**config.mk**
```make
export PLATFORM = sky130hd
export DESIGN_NAME = chord_tone_player
export DESIGN_NICKNAME = d
export VERILOG_FILES = /design/src/rtl/chord_tone_player.sv
export SDC_FILE = /design/constraint.sdc
export NUM_CORES = 1
export LEC_CHECK = 0
export ABC_AREA = 1
export BUFFER_PORTS_ARGS = -buffer_cell sky130_fd_sc_hd__buf_2
export CORE_MARGIN = 2
export CORE_UTILIZATION = 35
export CTS_CLUSTER_DIAMETER = 80
export DETAILED_ROUTE_END_ITERATION = 10
export PLACE_DENSITY = 0.6
export SYNTH_ARGS = -nofsm -noshare
export SYNTH_HDL_FRONTEND = slang
export SYNTH_SLANG_ARGS = --single-unit
```
**constraint.sdc**
```tcl
create_clock -name clk -period 1.74 [get_ports clk]
set_clock_uncertainty 0.2 [all_clocks]
set_input_delay 0 -clock clk [delete_from_list [all_inputs] [get_ports clk]]
set_output_delay 0 -clock clk [all_outputs]
set_load 0.01 [all_outputs]
```
**src/rtl/chord_tone_player.sv**
```systemverilog
// chord_tone_player: accepts one 8-bit note mask per handshake and plays every
// selected note as a square wave for a fixed duration, followed by a silent gap.
// Mask bit 7 (C4) drives speaker1 down to mask bit 0 (C5) on speaker8.
module chord_tone_player #(
    parameter int unsigned HP_C4       = 95556,
    parameter int unsigned HP_D        = 85131,
    parameter int unsigned HP_E        = 75843,
    parameter int unsigned HP_F        = 71586,
    parameter int unsigned HP_G        = 63776,
    parameter int unsigned HP_A        = 56818,
    parameter int unsigned HP_B        = 50619,
    parameter int unsigned HP_C5       = 47778,
    parameter int unsigned HP_W        = 17,
    parameter int unsigned NOTE_CYCLES = 12500000,
    parameter int unsigned GAP_CYCLES  = 1250000,
    parameter int unsigned TMR_W       = 24
) (
    input  logic       clk,
    input  logic       reset,
    input  logic       note_valid,
    input  logic [7:0] note_mask,
    output logic       note_ready,
    input  logic       stop,
    output logic       speaker1,
    output logic       speaker2,
    output logic       speaker3,
    output logic       speaker4,
    output logic       speaker5,
    output logic       speaker6,
    output logic       speaker7,
    output logic       speaker8,
    output logic       busy,
    output logic       note_done
);

    localparam logic [1:0] S_IDLE = 2'd0;
    localparam logic [1:0] S_PLAY = 2'd1;
    localparam logic [1:0] S_GAP  = 2'd2;

    localparam int unsigned NOTE_LAST = NOTE_CYCLES - 1;
    // With no gap configured the note goes straight back to IDLE.
    localparam int unsigned GAP_LAST  = (GAP_CYCLES == 0) ? 0 : GAP_CYCLES - 1;
    localparam logic [1:0]  S_AFTER_PLAY = (GAP_CYCLES == 0) ? S_IDLE : S_GAP;

    logic [1:0]       state;
    logic [1:0]       state_nxt;
    logic [TMR_W-1:0] timer;
    logic [7:0]       mask;
    logic [7:0]       spk;
    logic             accept_c;
    logic             play_hold_c;

    assign note_ready  = (state == S_IDLE) && !stop;
    assign accept_c    = note_valid && note_ready;
    // Tones run only while PLAY continues; the edge leaving PLAY silences them.
    assign play_hold_c = (state == S_PLAY) && (state_nxt == S_PLAY);

    // State register.
    always_ff @(posedge clk) begin
        if (reset) begin
            state <= S_IDLE;
        end else begin
            state <= state_nxt;
        end
    end

    // Next-state decode; stop overrides every transition.
    always_comb begin
        state_nxt = state;
        case (state)
            S_IDLE: begin
                if (accept_c) begin
                    state_nxt = S_PLAY;
                end
            end
            S_PLAY: begin
                if (timer == TMR_W'(NOTE_LAST)) begin
                    state_nxt = S_AFTER_PLAY;
                end
            end
            S_GAP: begin
                if (timer == TMR_W'(GAP_LAST)) begin
                    state_nxt = S_IDLE;
                end
            end
            default: state_nxt = S_IDLE;
        endcase
        if (stop) begin
            state_nxt = S_IDLE;
        end
    end

    // Duration timer, mask latch and status flags.
    always_ff @(posedge clk) begin
        if (reset) begin
            timer     <= '0;
            mask      <= '0;
            busy      <= 1'b0;
            note_done <= 1'b0;
        end else begin
            busy      <= (state_nxt != S_IDLE);
            note_done <= (state != S_IDLE) && (state_nxt == S_IDLE) && !stop;
            if ((state == S_IDLE) || (state_nxt != state)) begin
                timer <= '0;
            end else begin
                timer <= timer + TMR_W'(1);
            end
            if (accept_c) begin
                mask <= note_mask;
            end
        end
    end

    for (genvar i = 0; i < 8; i++) begin : g_lane
        localparam int unsigned LANE_HP = (i == 7) ? HP_C4 :
                                          (i == 6) ? HP_D  :
                                          (i == 5) ? HP_E  :
                                          (i == 4) ? HP_F  :
                                          (i == 3) ? HP_G  :
                                          (i == 2) ? HP_A  :
                                          (i == 1) ? HP_B  : HP_C5;
        logic [HP_W-1:0] cnt;
        logic            tone;

        // Half-period divider; toggles the lane only when its mask bit is set.
        always_ff @(posedge clk) begin
            if (reset) begin
                cnt  <= '0;
                tone <= 1'b0;
            end else if (play_hold_c) begin
                if (cnt == HP_W'(LANE_HP - 1)) begin
                    cnt <= '0;
                    if (mask[i]) begin
                        tone <= ~tone;
                    end
                end else begin
                    cnt <= cnt + HP_W'(1);
                end
            end else begin
                cnt  <= '0;
                tone <= 1'b0;
            end
        end

        assign spk[i] = tone;
    end

    assign speaker1 = spk[7];
    assign speaker2 = spk[6];
    assign speaker3 = spk[5];
    assign speaker4 = spk[4];
    assign speaker5 = spk[3];
    assign speaker6 = spk[2];
    assign speaker7 = spk[1];
    assign speaker8 = spk[0];

endmodule

```
==> summary.md <==
| Metric | Value |
|---|---|
| First-pass GRT wire length | `33.8 mm` |
| Worst Path Required | `1.86 ns` |
| Synth top area share | `39.5%` |
| Fillers | `2,483` |
| Layout cells sized above 1 | `27.2%` |
| Util after Layout | `46.9%` |
| Vias in the first global route | `7,480` |
| DRT iter0 DRCs | `344` |
| Netlist cell types | `30` |
| Failing checks | `setup timing` |
| Post-synth top area cell | `dfxtp_1` |
| CP max-delay cell | `dfxtp_1` |
| Asr flop ratio synth | `0%` |
| Site row count | `59` |
| Max-slew violations | `0` |
| Crit share post-route | `106%` |
| Layout area overhead | `33.0%` |
| DR vias | `7,904` |
| Total core area | `25,800 um^2` |
| TritonRoute pass-1 iters | `5` |
| Final hold vios | `0` |
| Die Y | `165 um` |
| CTS tree | `built` |
| Synth Net Count | `1,202` |
| Crit-path cells | `nor2_1, nand2_1, nor2_4, nand3_2, nand2_2, nand2_2, nand4_4, clkbuf_16, clkbuf_16, nor3_2` |
| Max clock buf depth | `2` |
| Initial antenna violation count | `0` |
| Total track usage | `15.1%` |
| Cts bufs inserted | `17` |
| Synth area leaders | `dfxtp_1, xor2_1, nand2_1, nor3_2, inv_1` |
| Syn avg cell area | `7.76 um^2` |
| Crit Path Class | `reg2reg` |
| Clock sink total | `180` |
| Tmin final | `1.85 ns` |
| Final setup fails | `167` |
| Worst slew margin | `77.9%` |
| Register area | `3620 um^2` |
| Wire per inst | `12.8 um` |
| Clock Latency Late Sink | `0.44 ns` |
| Post-Syn Area | `9120 um^2` |
| Remaining global-route overflow | `0` |
| Post-DP HPWL | `13.9 mm` |
| Critical Path End Type | `flop` |
| Yosys Warn Count | `0` |
| Worst R2R Setup Slack | `-0.11 ns` |
| Chip width | `165 um` |
| # H-tree levels | `4` |
| Drt drc | `0` |
| CP max FO | `8` |
| IO buf count | `22` |
| Final worst setup slack | `-0.110 ns` |
| MaxCap Viol Count | `0` |
| Seq/Total Area, Yosys | `39.5%` |
| Routed vias/inst | `4.70` |
| Yosys reg bits | `180` |
| Post-Route WL | `21.5 mm` |
| Power Density | `694 nW/um^2` |
| Total die area | `27,400 um^2` |
| Crit path DAT | `1.97 ns` |
| Nets | `1,359` |
| Initial Util | `35.3%` |
| Power, Total | `8.41 mW` |
| Worst Setup Start Kind | `flop` |
| Ports | `23` |
| Max stage delay on crit path | `0.31 ns` |
| Status | `finished, violations left` |
| Mapped Cells | `1,175` |
| Post-synth EDFFs | `0` |
| Antenna fix cells | `0` |
| Gpl congestion | `0.855` |
| CTS root buffer | `clkbuf_16` |
| Peak supply drop | `655 uV` |
| RSZ-0062 raised after global routing | `true` |
| Leakage | `4.15 nW` |
| Pin count of the biggest net entering global routing | `37` |
| HP Class | `in2reg` |
| Slew @ Worst Pin | `0.329 ns` |
| F_max | `541 MHz` |
| Antenna viol nets, final | `0` |
| Clock transition at path regs | `0.07 ns` |
| Area of the multi-input gates | `5260 um^2` |
| Most used DFF post-synth | `dfxtp_1` |
==> area by class of cell <==
type                       count  share of cell area, %
multi-input combinational    807                   43.4
sequential                   180                   29.8
timing repair buffer         166                   13.2
inverter                     160                   4.95
clock buffer                  18                   3.54
tap                          335                   3.46
clock inverter                14                   1.66
==> synth_stat cells (all sizes together), types with 2 or more instances <==
library cell	count
a21oi	10
inv	160
nor3	179
xnor2	35
ha	15
nand4	32
clkbuf	2
nand3	87
nor2	157
and3	2
nand3b	2
dfxtp	180
o21ai	3
nand2	162
xor2	107
buf	26
nor4	14
==> cell families after synthesis <==
kind of cell	synth area share, %
buf+inv	8.58
compound gates	0.782
fa+ha+maj	2.06
simple gates	35.4
flops	39.5
xor+xnor	13.6
==> critical path, delay by kind of cell, from the launching register on <==
family,cells,cell delay (ns)
DFF,1,0.31
buffers and inverters,2,0.36
and+or+nand+nor,8,0.85
==> report_power, final <==
part	internal, mW	leakage, nW	switching (mW)
combinational	0.0629	2.40	0.0723
sequential	4.13	1.46	0.00865
clock	2.43	0.300	1.71
total	6.62	4.15	1.80
==> layout by cell type (no fill, tap or decap), drive strengths merged, types with 32 or more instances in the layout <==
cell type,n
nand4,32
xnor2,35
nor3,179
dfxtp,180
nand3,87
inv,163
buf,145
xor2,107
nand2,162
nor2,157
==> registers in the layout, summed over array words and instances, names as in the netlist, 2 cells and up <==
name and flops:
state 2, timer 24, g_lane.cnt 136, mask 8
==> final timing paths <==
path / endpoint / depth (start not counted) / from
min: mask[2]$_SDFFE_PP0P_ / 4 / note_mask[2]
max reg2reg: g_lane[4].cnt[3]$_SDFF_PP0_ / 10 / timer[8]$_SDFF_PP0_
min reg2reg: g_lane[2].cnt[0]$_SDFF_PP0_ / 1 / g_lane[2].cnt[0]$_SDFF_PP0_
max: g_lane[4].cnt[3]$_SDFF_PP0_ / 10 / timer[8]$_SDFF_PP0_
==> routing by layer <==
| metal | track usage, % | share of wire (%) |
|---|---|---|
| met5 | 0 | 0 |
| met3 | 2.82 | 2.5 |
| met1 | 19.1 | 46 |
| met4 | 5.41 | 1.6 |
| met2 | 25.7 | 50 |
==> timing repair <==
item / CTS / global route
gates cloned: 3 / 14
resized for setup: 35 / 100
pin swaps: 9 / 21
endpoints found under the setup margin: 167 / 171
hold buffers: 11 / 0
hold endpoints to repair: 14 / 0
setup buffers: 5 / 5
==> stage by stage <==
stage | instances | setup WS, ns | hold WS [ns] | area [um^2] | setup TNS [ns]
6_report | 1680 | -0.110 | 0.184 | 12100 | -11.33
3_5_place_dp | 1612 | -0.133 | 0.0837 | 10400 | -16.78
3_3_place_gp | 1612 | -0.123 | 0.0795 | 10400 | -7.96
4_1_cts | 1663 | -0.109 | 0.162 | 11400 | -10.02
5_1_grt | 1680 | -0.188 | 0.214 | 12100 | -24.81
2_1_floorplan | 1175 | 0.00329 | -0.163 | 9240 | 0
Note: power is estimated with default switching activity, not from simulation.
